==> config.mk <==
export PLATFORM = sky130hd
export DESIGN_NAME = gr8ram_dram_sched
export DESIGN_NICKNAME = d
export VERILOG_FILES = /design/src/rtl/gr8ram_pkg.sv /design/src/rtl/gr8ram_ref_timer.sv /design/src/rtl/gr8ram_dram_sched.sv
export SDC_FILE = /design/constraint.sdc
export NUM_CORES = 1
export LEC_CHECK = 0
export ABC_AREA = 1
export CAP_MARGIN = 10
export CORE_MARGIN = 4
export CORE_UTILIZATION = 35
export CTS_BUF_LIST = sky130_fd_sc_hd__clkbuf_8
export CTS_CLUSTER_DIAMETER = 200
export CTS_CLUSTER_SIZE = 16
export DETAILED_ROUTE_END_ITERATION = 6
export GPL_ROUTABILITY_DRIVEN = 0
export PLACE_DENSITY = 0.69
export SYNTH_ARGS = -nofsm -noshare
export SYNTH_HDL_FRONTEND = slang
export SYNTH_SLANG_ARGS = --single-unit
==> constraint.sdc <==
create_clock -name C7M -period 2.6 [get_ports C7M]
set_input_delay 0.52 -clock C7M [delete_from_list [all_inputs] [get_ports C7M]]
set_output_delay 0.52 -clock C7M [all_outputs]
set_load 0.02 [all_outputs]
==> src/rtl/gr8ram_pkg.sv <==
// Shared definitions for the GR8RAM DRAM scheduler.
//   sched_state_t : scheduler FSM states (access and refresh paths)
//   address field positions, requester IDs, strobe bundle type
package gr8ram_pkg;

   typedef enum logic [2:0] {
      S_IDLE, S_ROW, S_COL, S_HOLD, S_PRE, S_RCAS, S_RRAS, S_RHOLD
   } sched_state_t;

   localparam int BANK_BIT = 22;
   localparam int ROW_HI   = 21;
   localparam int ROW_LO   = 11;
   localparam int COL_HI   = 10;
   localparam int COL_LO   = 0;

   localparam logic GNT_HOST = 1'b0;
   localparam logic GNT_DMA  = 1'b1;

   // DRAM strobes (active low) plus the row/column mux select
   typedef struct packed {
      logic nras;
      logic ncas0;
      logic ncas1;
      logic nrwe;
      logic casel;
   } strobe_t;

   localparam strobe_t STB_IDLE = strobe_t'(5'b11110);

endpackage

==> src/rtl/gr8ram_ref_timer.sv <==
// Refresh tick generator with saturating pending-refresh counter.
//   clk, rst   : clock, async active-high reset
//   tick_done  : high in the last refresh cycle (RHOLD); retires one refresh
//   pending    : refreshes owed, saturates at REF_MAX
//   urgent     : pending == REF_MAX
//   ref_ovf    : sticky, a tick arrived while saturated
module gr8ram_ref_timer #(
   parameter  int REF_PERIOD = 109,
   parameter  int REF_MAX    = 3,
   localparam int PW         = $clog2(REF_MAX + 1),
   localparam int CW         = (REF_PERIOD > 1) ? $clog2(REF_PERIOD) : 1
) (
   input  logic          clk,
   input  logic          rst,
   input  logic          tick_done,
   output logic [PW-1:0] pending,
   output logic          urgent,
   output logic          ref_ovf
);

   logic [CW-1:0] cnt;
   logic          tick;

   assign tick   = (cnt == CW'(REF_PERIOD - 1));
   assign urgent = (pending == PW'(REF_MAX));

   always_ff @(posedge clk or posedge rst) begin
      if (rst) begin
         cnt     <= '0;
         pending <= '0;
         ref_ovf <= 1'b0;
      end else begin
         cnt <= tick ? '0 : cnt + 1'b1;
         // a tick and a retire in the same cycle cancel out
         case ({tick, tick_done})
            2'b10: begin
               if (urgent) ref_ovf <= 1'b1;
               else        pending <= pending + 1'b1;
            end
            2'b01: if (pending != '0) pending <= pending - 1'b1;
            default: ;
         endcase
      end
   end

endmodule

==> src/rtl/gr8ram_dram_sched.sv <==
// DRAM access scheduler: arbitrates host, DMA and CBR refresh onto the
// two-bank DRAM and drives RAS/CAS/WE/address-mux.
//   C7M, RES             : clock, async active-high reset
//   HReq/HWE/HAddr/HAck  : host request (level) and one-cycle data-phase ack
//   DReq/DWE/DAddr/DAck  : DMA request, same protocol
//   Gnt                  : owner of the current access (0 host, 1 DMA)
//   RA, CASel            : multiplexed DRAM address, 1 while RA holds column
//   nRAS/nCAS0/nCAS1/nRWE: DRAM strobes, active low
//   RefOvf               : sticky dropped-refresh flag
// Every output is registered from the next state, so strobes never see a
// combinational path from the request inputs.
module gr8ram_dram_sched
   import gr8ram_pkg::*;
#(
   parameter int REF_PERIOD = 109,
   parameter int REF_MAX    = 3
) (
   input  logic        C7M,
   input  logic        RES,
   input  logic        HReq,
   input  logic        HWE,
   input  logic [22:0] HAddr,
   output logic        HAck,
   input  logic        DReq,
   input  logic        DWE,
   input  logic [22:0] DAddr,
   output logic        DAck,
   output logic        Gnt,
   output logic [10:0] RA,
   output logic        nRAS,
   output logic        nCAS0,
   output logic        nCAS1,
   output logic        nRWE,
   output logic        CASel,
   output logic        RefOvf
);

   localparam int PW = $clog2(REF_MAX + 1);

   sched_state_t  state, nxt, arb_state;
   logic [PW-1:0] pending;
   logic          urgent, ref_done, arb_dma, start;
   logic [22:0]   addr_q, eff_addr;
   logic          we_q, eff_we, eff_gnt;
   strobe_t       stb, stb_n;
   logic [10:0]   ra_n;
   logic          hack_n, dack_n;

   assign ref_done = (state == S_RHOLD);

   gr8ram_ref_timer #(.REF_PERIOD(REF_PERIOD), .REF_MAX(REF_MAX)) u_ref (
      .clk       (C7M),
      .rst       (RES),
      .tick_done (ref_done),
      .pending   (pending),
      .urgent    (urgent),
      .ref_ovf   (RefOvf)
   );

   // fixed-priority pick, used only from IDLE and PRE
   always_comb begin
      arb_state = S_IDLE;
      arb_dma   = GNT_HOST;
      if (urgent)               arb_state = S_RCAS;
      else if (HReq)            arb_state = S_ROW;
      else if (pending != '0)   arb_state = S_RCAS;
      else if (DReq) begin
         arb_state = S_ROW;
         arb_dma   = GNT_DMA;
      end
   end

   always_ff @(posedge C7M or posedge RES) begin
      if (RES) state <= S_IDLE;
      else     state <= nxt;
   end

   always_comb begin
      nxt = S_IDLE;
      case (state)
         S_IDLE, S_PRE: nxt = arb_state;
         S_ROW:         nxt = S_COL;
         S_COL:         nxt = S_HOLD;
         S_HOLD:        nxt = S_PRE;
         S_RCAS:        nxt = S_RRAS;
         S_RRAS:        nxt = S_RHOLD;
         S_RHOLD:       nxt = S_PRE;
         default:       nxt = S_IDLE;
      endcase
   end

   // On a grant the live request is used directly (it is being captured on
   // this same edge); afterwards only the captured copy matters.
   assign start    = (nxt == S_ROW);
   assign eff_gnt  = start ? arb_dma : Gnt;
   assign eff_addr = start ? (arb_dma ? DAddr : HAddr) : addr_q;
   assign eff_we   = start ? (arb_dma ? DWE : HWE) : we_q;

   always_ff @(posedge C7M or posedge RES) begin
      if (RES) begin
         Gnt    <= GNT_HOST;
         addr_q <= '0;
         we_q   <= 1'b0;
      end else if (start) begin
         Gnt    <= arb_dma;
         addr_q <= eff_addr;
         we_q   <= eff_we;
      end
   end

   always_comb begin
      stb_n  = STB_IDLE;
      ra_n   = RA;
      hack_n = 1'b0;
      dack_n = 1'b0;
      case (nxt)
         S_ROW: begin
            stb_n.nras = 1'b0;
            ra_n       = eff_addr[ROW_HI:ROW_LO];
         end
         S_COL, S_HOLD: begin
            stb_n.nras  = 1'b0;
            stb_n.casel = 1'b1;
            stb_n.ncas0 = eff_addr[BANK_BIT];
            stb_n.ncas1 = ~eff_addr[BANK_BIT];
            stb_n.nrwe  = ~eff_we;
            ra_n        = eff_addr[COL_HI:COL_LO];
            if (nxt == S_HOLD) begin
               hack_n = (eff_gnt == GNT_HOST);
               dack_n = (eff_gnt == GNT_DMA);
            end
         end
         S_RCAS: begin
            stb_n.ncas0 = 1'b0;
            stb_n.ncas1 = 1'b0;
         end
         S_RRAS, S_RHOLD: begin
            stb_n.ncas0 = 1'b0;
            stb_n.ncas1 = 1'b0;
            stb_n.nras  = 1'b0;
         end
         default: ;
      endcase
   end

   always_ff @(posedge C7M or posedge RES) begin
      if (RES) begin
         stb  <= STB_IDLE;
         RA   <= '0;
         HAck <= 1'b0;
         DAck <= 1'b0;
      end else begin
         stb  <= stb_n;
         RA   <= ra_n;
         HAck <= hack_n;
         DAck <= dack_n;
      end
   end

   assign nRAS  = stb.nras;
   assign nCAS0 = stb.ncas0;
   assign nCAS1 = stb.ncas1;
   assign nRWE  = stb.nrwe;
   assign CASel = stb.casel;

endmodule

### After elaboration in Yosys (flattened, before gate mapping)

Cells that the tools add are included.

* register bits after elaboration: 56
* bits of input ports: 52
* output and inout bits: 20
* logic and storage cells: 77

* $add $sub $neg: 3
* eq/ne operators: 19
* mux-type cells: 26
* bitwise logic cells: 3
* reduce and logical (&&, ||, !) cells: 11

Operators by type and width (count)
* two-way mux 23 bit: 2
* case mux 11 bit (2 select lines): 1
* == test 3 bit (second input constant): 7
* case mux 3 bit (6 select lines): 1
* two-way mux 1 bit: 13
* == test 3 x 2 -> 1 bit (second input constant): 4
* two-way mux 3 bit: 3
* case mux 2 bit (2 select lines): 2
* adder 7 x 1 -> 7 bit (second input constant): 1
* == test 7 bit (second input constant): 1
* two-way mux 7 bit: 1
* == test 3 x 1 -> 1 bit (second input constant): 2
* two-way mux 2 bit: 3
* nonzero test 2 bit: 3
* OR reduction 2 bit: 3
* OR reduction 5 bit: 1
* == test 2 bit (second input constant): 2
* inequality test 2 bit (second input constant): 2
* zero test 3 bit: 1
* NOT 1 bit: 3
* AND reduction 3 bit: 1
* OR reduction 3 bit: 1
* adder 2 x 1 -> 2 bit (second input constant): 1
* == test 2 x 1 -> 1 bit (second input constant): 1
* 2 further kinds: 2

### Logic depth before layout (Yosys ltp)

Gate-level depths: netlist (run 1).

* depth after elaboration: 10
* gate-level depth with buffers: 10
* depth with buffers taken out: 10

### Modules after synthesis

From an unflattened synthesis (run 1), not the netlist that was laid out.

* cells, all modules: 336
* area, all modules: 2521.2 µm²

By module, submodules not included
* gr8ram_dram_sched: times used 1, cells each 272, area an instance 1995.7 µm², sequential area each 880.8 µm²
* gr8ram_ref_timer: times used 1, cells each 64, area an instance 525.5 µm², sequential area each 250.2 µm²

### Least setup slack after synthesis (run 1)

No wires, ideal clock.

* path kind: input -> register
* start: input HReq
* end: register addr_q[0]
* library setup time: 0.120 ns
* arrival: 1.161 ns
* slack: 1.319 ns
* stages: 7
* path buffers: 1
* cells stage by stage: nor2_1 -> nand2_2 -> nand3_4 -> nor2_8 -> buf_4 -> nand2_1 -> nand2_1

* longest elaborated chain between the ends: 5

Ends and longest elaborated chain
* from (decl): line gr8ram_dram_sched.sv:20 `input logic HReq,`
* two-way mux 3 bit: line gr8ram_dram_sched.sv:65 `else if (HReq) arb_state = S_ROW;`
* two-way mux 3 bit: line gr8ram_dram_sched.sv:64 `if (urgent) arb_state = S_RCAS;`
* case mux 3 bit (6 select lines): line gr8ram_dram_sched.sv:80 `case (state)`
* == test 3 x 1 -> 1 bit: line gr8ram_dram_sched.sv:94 `assign start = (nxt == S_ROW);`
* two-way mux 23 bit: line gr8ram_dram_sched.sv:96 `assign eff_addr = start ? (arb_dma ? DAddr : HAddr) : addr_q;`
* to (signal assigned): line gr8ram_dram_sched.sv:106 `addr_q <= eff_addr;`
* to (decl): line gr8ram_dram_sched.sv:43 `logic [22:0] addr_q, eff_addr;`

Several ways; a longest one is shown, not always the timed one.
A chain may end at the register's enable or synchronous reset.

### Worst setup path after layout (run 1)

* start: register stb (netlist bit nRAS)
* end: output nRAS

RTL lines
* from (decl): line gr8ram_dram_sched.sv:45 `strobe_t stb, stb_n;`
* from (signal assigned): line gr8ram_dram_sched.sv:153 `stb <= stb_n;`
* to (decl): line gr8ram_dram_sched.sv:30 `output logic nRAS,`

No word-level cell between the ends.

==> results.py, run 1 <==
metrics = {
    "floorplanning": {
        "fp.coreArea_sq_mm": 0.00649,
        "floorplan.rows": 29,
        "start_util_pct": 36.7,
        "io_pins": 72,
        "die_height_um": 90.5,
        "die_width_um": 90.5,
        "die_area_sq_mm": 0.00820,
    },
    "job": {
        "maxCapViolCount": 0,
    },
    "layout": {
        "layout_common_cells": "nand2_1 (136), clkdlybuf4s50_1 (71), nand3_1 (43)",
        "final_core_utilization_pct": 49.1,
        "drive_gt1_share_pct": 7.37,
        "design_area_sq_mm": 0.00319,
        "syn2layout_area_growth_pct": 33.8,
        "layout.cells.most_common": "nand2_1",
        "number_of_antenna_diodes": 0,
        "nNetsFinal": 433,
    },
    "worst_setup_path": {
        "worstSetupEndpointType": "output pin",
        "startpoint": "nRAS$_DFF_PP1_",
        "critical-path-top-delay-family": "buffers and inverters",
        "critical_path.max_stage_delay_ns": 0.59,
        "worst-path-max-fanout": 1,
        "setup.worst_path.end": "nRAS",
        "timing.critical_path.slowest_stage_cell": "clkdlybuf4s50_1",
        "rrSetupSlack_ns": 0.96,
        "worst_r2r_startpoint": "state[0]$_DFF_PP0_",
        "timing.setup.critical_path_class": "flip-flop to output pin",
        "worst-endpoint-arrival_ns": 1.42,
        "rr_worst_depth": 7,
        "path_cells": "clkdlybuf4s50_1",
        "crit_required_ns": 2.08,
        "rr_endpoint": "nCAS1$_DFF_PP1_",
        "buffering_stage_count_on_the_worst_path_with_inverters_included": 1,
        "path_depth": 1,
        "timing.critical_path.from_type": "flip-flop",
    },
    "cts": {
        "cts_tree": "yes",
        "cts.repair.resized": 0,
        "cts.repair_timing.setup_buffer_count": 0,
        "clock_latency_ns": 0.30,
        "numClockSinks": 45,
        "post_cts_hold_buffer_count": 0,
        "clock_pin_slew_worst_setup_and_hold_paths_ns": 0.08,
        "cts_buffers": 5,
        "htree_num_levels": 2,
        "max-clock-path-buffers": 2,
        "cts_root_buf": "clkbuf_8",
    },
    "logic_synthesis": {
        "post_synth_instance_area_sq_mm": 0.00238,
        "yosys_top_cell_area_share_pct": 43.0,
        "postSynthNetCount": 366,
        "syn_avg_cell_area_sq_um": 7.64,
        "number_of_standard_cells_after_synthesis": 312,
        "yosysWarningCount": 0,
        "synth_seq_area_share_pct": 47.4,
        "register_bit_total_from_synthesis": 45,
        "synth.largest_area_cell": "dfrtp_1",
        "ys_types": 29,
        "synthTopCellsByArea": "dfrtp_1 (43%), nand2_1 (21%), nand3_1 (9.0%), dfstp_2 (4.4%), o21ai_1 (2.9%)",
    },
    "sta": {
        "maxSlewHeadroom_pct": 64.7,
        "fmax_mhz": 517,
        "tns_ns": 0,
        "setup_repair_after_global_routing_missed_its_margin": "false",
        "final_slew_viol_count": 0,
        "fin_skew_ns": 0.00913,
        "timing.final.hold_violations": 0,
        "setup_viol": 0,
        "post_layout_min_period_ns": 1.94,
        "worst_pin_slew_ns": 0.528,
        "period_share_pct": 74.5,
    },
    "drt": {
        "first_iter_violations": 118,
        "final_routed_drc_violation_total": 0,
        "vias_after_detailed_routing": 2158,
        "post_drt_via_cell_ratio": 4.72,
        "routed_wirelength_um": 5680,
        "first_pass_iters": 4,
        "postRouteAntennaNets": 0,
        "route.detailed.wl_per_inst_um": 12.4,
    },
    "global_route": {
        "grt_start_max_net_pins": 27,
        "grtUsageTotal_pct": 14.7,
        "overflow": 0,
        "first_pass_grt_wire_length_um": 9860,
        "initial_antenna_violation_count": 0,
        "number_of_global_route_vias_before_repair": 2035,
    },
    "power_and_ir_drop": {
        "leakage_nw": 1.57,
        "power_density_mw_per_mm2": 933,
        "max-vdd-ir-drop_v": 0.000368,
    },
    "placed_design": {
        "port-buffer-count": 71,
        "dpl-instance-area_sq_mm": 0.00310,
        "dp.final_hpwl_um": 4510,
    },
    "outcome": {
        "outcome": "finished clean",
    },
    "worst_hold_path": {
        "worstHoldPathCells": 1,
        "worst_hold_path_type": "flip-flop to flip-flop",
    },
}
## how the worst min path moves through the flow
stage	to	start	slack, ns
after floorplan	addr_q[10]$_DFFE_PP0N_	addr_q[10]$_DFFE_PP0N_	0.45
after global routing	addr_q[22]$_DFFE_PP0N_	addr_q[22]$_DFFE_PP0N_	0.52
final	u_ref.ref_ovf$_DFFE_PP0P_	u_ref.ref_ovf$_DFFE_PP0P_	0.48
after detailed placement	u_ref.ref_ovf$_DFFE_PP0P_	u_ref.ref_ovf$_DFFE_PP0P_	0.47
after CTS	u_ref.cnt[0]$_DFF_PP0_	u_ref.cnt[0]$_DFF_PP0_	0.49
after global placement	u_ref.ref_ovf$_DFFE_PP0P_	u_ref.ref_ovf$_DFFE_PP0P_	0.45
## flip-flops by register name, summed over array words and instances (netlist names), 2 cells and up
register,cells
addr_q,12
RA,11
u_ref.cnt,7
state,3
u_ref.pending,2
## synth_stat cells
master    count
dfstp_2       4
buf_4         2
nand3_1      43
nor2_1       15
nand3_4       1
a41oi_1       1
a21oi_1       3
clkbuf_2      2
o21ai_0       6
o21ai_1      14
nor2_2        1
dfrtp_1      41
nand2_1     136
buf_6         6
inv_2         3
ha_1          2
nand2_2       2
nand4_1       1
a31o_2        1
and2_1        1
nor3_1        1
nand2_4       1
o21bai_1      1
inv_1        15
inv_4         1
buf_2         5
nor2_8        1
nand3_2       1
nand3b_4      1
## metrics by stage
step | total power (W) | instances | hold WS (ns) | setup slack [ns]
2_1_floorplan | 0.00217 | 312 | 0.446 | 1.03
3_3_place_gp | 0.00257 | 449 | 0.453 | 0.489
3_5_place_dp | 0.00260 | 449 | 0.473 | 0.454
4_1_cts | 0.00302 | 457 | 0.491 | 0.641
5_1_grt | 0.00324 | 457 | 0.523 | 0.620
6_report | 0.00298 | 457 | 0.483 | 0.664
## kinds of logic (layout without fill, tap and decap cells)
group / Yosys count / in the layout / share of synthesized area [%]
flops: 45 / 45 / 47.4
fa+ha+maj: 2 / 2 / 1.05
simple gates: 205 / 205 / 37.6
buf+inv: 34 / 102 / 8.03
compound gates: 26 / 26 / 5.88
## final cells by class
class / count / area (sq um)
flip-flops and latches: 45 / 1130
clock buffers: 5 / 68.8
multi-input cells: 233 / 1060
clock inverters: 3 / 18.8
fillers: 646 / 3300
repair buffers: 75 / 741
well taps: 77 / 96.3
inverters: 19 / 73.8
## where the power goes
part,switching (W),internal (W),leakage [nW]
clock,0.000230,0.000185,0.0416
combinational,0.000883,0.000568,0.969
sequential,0.000135,0.000976,0.559
total,0.00125,0.00173,1.57
## layer usage
layer	GRT usage (%)	up-vias	part of all wire, %
li1	-	1124	-
met5	0	-	0
met4	4.59	0	0.97
met1	19.4	971	45
met3	3.33	4	5.3
met2	23.8	59	48
Power figures use the tool's default switching activity.
==> run 2, diff against run 1 <==
==> constraint.sdc (replaced) <==
create_clock -name C7M -period 1.8 [get_ports C7M]
set_input_delay 0.36 -clock C7M [delete_from_list [all_inputs] [get_ports C7M]]
set_output_delay 0.36 -clock C7M [all_outputs]
set_load 0.02 [all_outputs]
==> results.py, run 2 (same netlist as run 1, synthesis figures left out) <==
metrics = {
    "drt": {
        "post_drt_via_cell_ratio": 4.72,
        "first_pass_iters": 4,
        "postRouteAntennaNets": 0,
        "first_iter_violations": 110,
        "routed_wirelength_um": 5690,
        "route.detailed.wl_per_inst_um": 12.3,
        "vias_after_detailed_routing": 2190,
        "final_routed_drc_violation_total": 0,
    },
    "worst_setup_path": {
        "timing.setup.critical_path_class": "flip-flop to output pin",
        "worst-path-max-fanout": 1,
        "worst_r2r_startpoint": "u_ref.pending[0]$_DFFE_PP0P_",
        "critical_path.max_stage_delay_ns": 0.59,
        "rrSetupSlack_ns": 0.29,
        "startpoint": "nRAS$_DFF_PP1_",
        "path_depth": 1,
        "worst-endpoint-arrival_ns": 1.41,
        "crit_required_ns": 1.44,
        "path_cells": "clkdlybuf4s50_1",
        "setup.worst_path.end": "nRAS",
        "rr_endpoint": "nRWE$_DFF_PP1_",
        "buffering_stage_count_on_the_worst_path_with_inverters_included": 1,
        "rr_worst_depth": 8,
        "critical-path-top-delay-family": "buffers and inverters",
        "worstSetupEndpointType": "output pin",
        "timing.critical_path.from_type": "flip-flop",
        "timing.critical_path.slowest_stage_cell": "clkdlybuf4s50_1",
    },
    "global_route": {
        "number_of_global_route_vias_before_repair": 2044,
        "first_pass_grt_wire_length_um": 9520,
        "initial_antenna_violation_count": 0,
        "grt_start_max_net_pins": 46,
        "grtUsageTotal_pct": 14.1,
        "overflow": 0,
    },
    "sta": {
        "setup_viol": 0,
        "worst_pin_slew_ns": 0.283,
        "fin_skew_ns": 0.00515,
        "tns_ns": 0,
        "fmax_mhz": 565,
        "final_slew_viol_count": 0,
        "maxSlewHeadroom_pct": 81.1,
        "period_share_pct": 98.3,
        "post_layout_min_period_ns": 1.77,
        "timing.final.hold_violations": 0,
        "setup_repair_after_global_routing_missed_its_margin": "false",
    },
    "floorplanning": {
        "die_area_sq_mm": 0.00820,
        "die_width_um": 90.5,
        "die_height_um": 90.5,
        "fp.coreArea_sq_mm": 0.00649,
        "start_util_pct": 36.7,
        "io_pins": 72,
        "floorplan.rows": 29,
    },
    "layout": {
        "design_area_sq_mm": 0.00331,
        "largest_register_ff_count": 12,
        "syn2layout_area_growth_pct": 38.8,
        "combined_area_of_the_multi_input_logic_cells_sq_mm": 0.00106,
        "layout.filler_cells": 626,
        "layout.area.seq_sq_mm": 0.00113,
        "nNetsFinal": 440,
        "layout.cells.most_common": "nand2_1",
        "layout_common_cells": "nand2_1 (136), clkdlybuf4s50_1 (70), nand3_1 (43)",
        "drive_gt1_share_pct": 9.04,
        "biggestRegsByFlops": "addr_q (12), RA (11), u_ref.cnt (7)",
        "number_of_antenna_diodes": 0,
        "finish.cell_count_without_fillers": 464,
        "max_flop_register": "addr_q",
    },
    "cts": {
        "cts_root_buf": "clkbuf_8",
        "max-clock-path-buffers": 2,
        "htree_num_levels": 2,
        "post_cts_hold_buffer_count": 0,
        "cts_tree": "yes",
        "cts.repair.resized": 1,
        "clock_latency_ns": 0.29,
        "cts.repair_timing.setup_buffer_count": 0,
        "numClockSinks": 45,
        "clock_pin_slew_worst_setup_and_hold_paths_ns": 0.08,
        "cts_buffers": 5,
    },
    "power_and_ir_drop": {
        "p_comb_share_pct": 49.7,
        "max-vdd-ir-drop_v": 0.000630,
        "power.clock.fraction_pct": 16.3,
        "internal_power_w": 0.00287,
        "leakage_nw": 1.64,
        "power_density_mw_per_mm2": 1430,
        "power.sequential.fraction_pct": 34.0,
        "power_switching_share_pct": 39.2,
        "net-switching-power_w": 0.00185,
    },
    "placed_design": {
        "placed_cells": 456,
        "dp.final_hpwl_um": 4540,
        "port-buffer-count": 71,
        "dpl-instance-area_sq_mm": 0.00319,
    },
    "job": {
        "maxCapViolCount": 0,
    },
    "outcome": {
        "outcome": "finished clean",
    },
    "worst_hold_path": {
        "worst_hold_path_type": "primary input to asynchronous set/reset pin",
    },
}
[run 2: cell types whose count changed in the layout (fill, tap and decap cells not counted)]
cell / before / now
buf_12: 0 / 3
bufinv_16: 0 / 1
clkinvlp_4: 2 / 0
buf_4: 4 / 8
dlygate4sd2_1: 0 / 1
clkbuf_8: 5 / 6
clkdlybuf4s50_1: 71 / 70
[run 2: power by group through the flow]
stage / Sequential (W) / Clock [W] / Combinational [W]
finish: 0.00161 / 0.000771 / 0.00235
global route: 0.00164 / 0.000840 / 0.00260
CTS: 0.00161 / 0.000796 / 0.00238
detailed placement: 0.00163 / 0 / 0.00238
global placement: 0.00162 / 0 / 0.00234
floorplan: 0.00181 / 0 / 0.00132
[run 2: final cells by class]
cell class	instances	share of cell area, %
clock inverter	2	1.02
clock buffer	6	2.50
inverter	19	2.23
multi-input combinational	233	32.1
timing repair buffer	82	25.1
tap	77	2.91
sequential	45	34.2
[run 2: how the worst min path moves through the flow]
| stage | from | endpoint | depth (start not counted) |
|---|---|---|---|
| floorplan | addr_q[10]$_DFFE_PP0N_ | addr_q[10]$_DFFE_PP0N_ | 2 |
| global placement | u_ref.ref_ovf$_DFFE_PP0P_ | u_ref.ref_ovf$_DFFE_PP0P_ | 1 |
| detailed placement | u_ref.ref_ovf$_DFFE_PP0P_ | u_ref.ref_ovf$_DFFE_PP0P_ | 1 |
| CTS | RES | RA[2]$_DFFE_PP0P_ | 3 |
| global route | RES | RA[3]$_DFFE_PP0P_ | 3 |
| finish | RES | RA[2]$_DFFE_PP0P_ | 3 |
[run 2: worst reg2reg max path: stages (launching register included)]
cell	delay, ns
dfrtp_1	0.45
nor2_2	0.23
nand3b_4	0.19
inv_4	0.25
nand2_1	0.08
nand2_1	0.06
nand2_1	0.05
nand2_1	0.09
nand2_1	0.05
[run 2: metrics by stage]
stage	power, W	util, %	hold slack (ns)	setup WS (ns)
final	0.00473	51.0	0.408	0.0305
after global routing	0.00509	51.0	0.424	0.00485
after CTS	0.00478	51.0	0.418	0.0168
after detailed placement	0.00401	49.2	0.464	0.0434
after global placement	0.00396	49.2	0.453	0.0645
after floorplan	0.00313	-	0.446	0.387
[run 2: metal layers]
layer,part of all wire (%),track usage [%]
met1,44,18.3
met2,49,22.7
met5,0,0
met3,5.5,3.33
met4,2.1,5.36
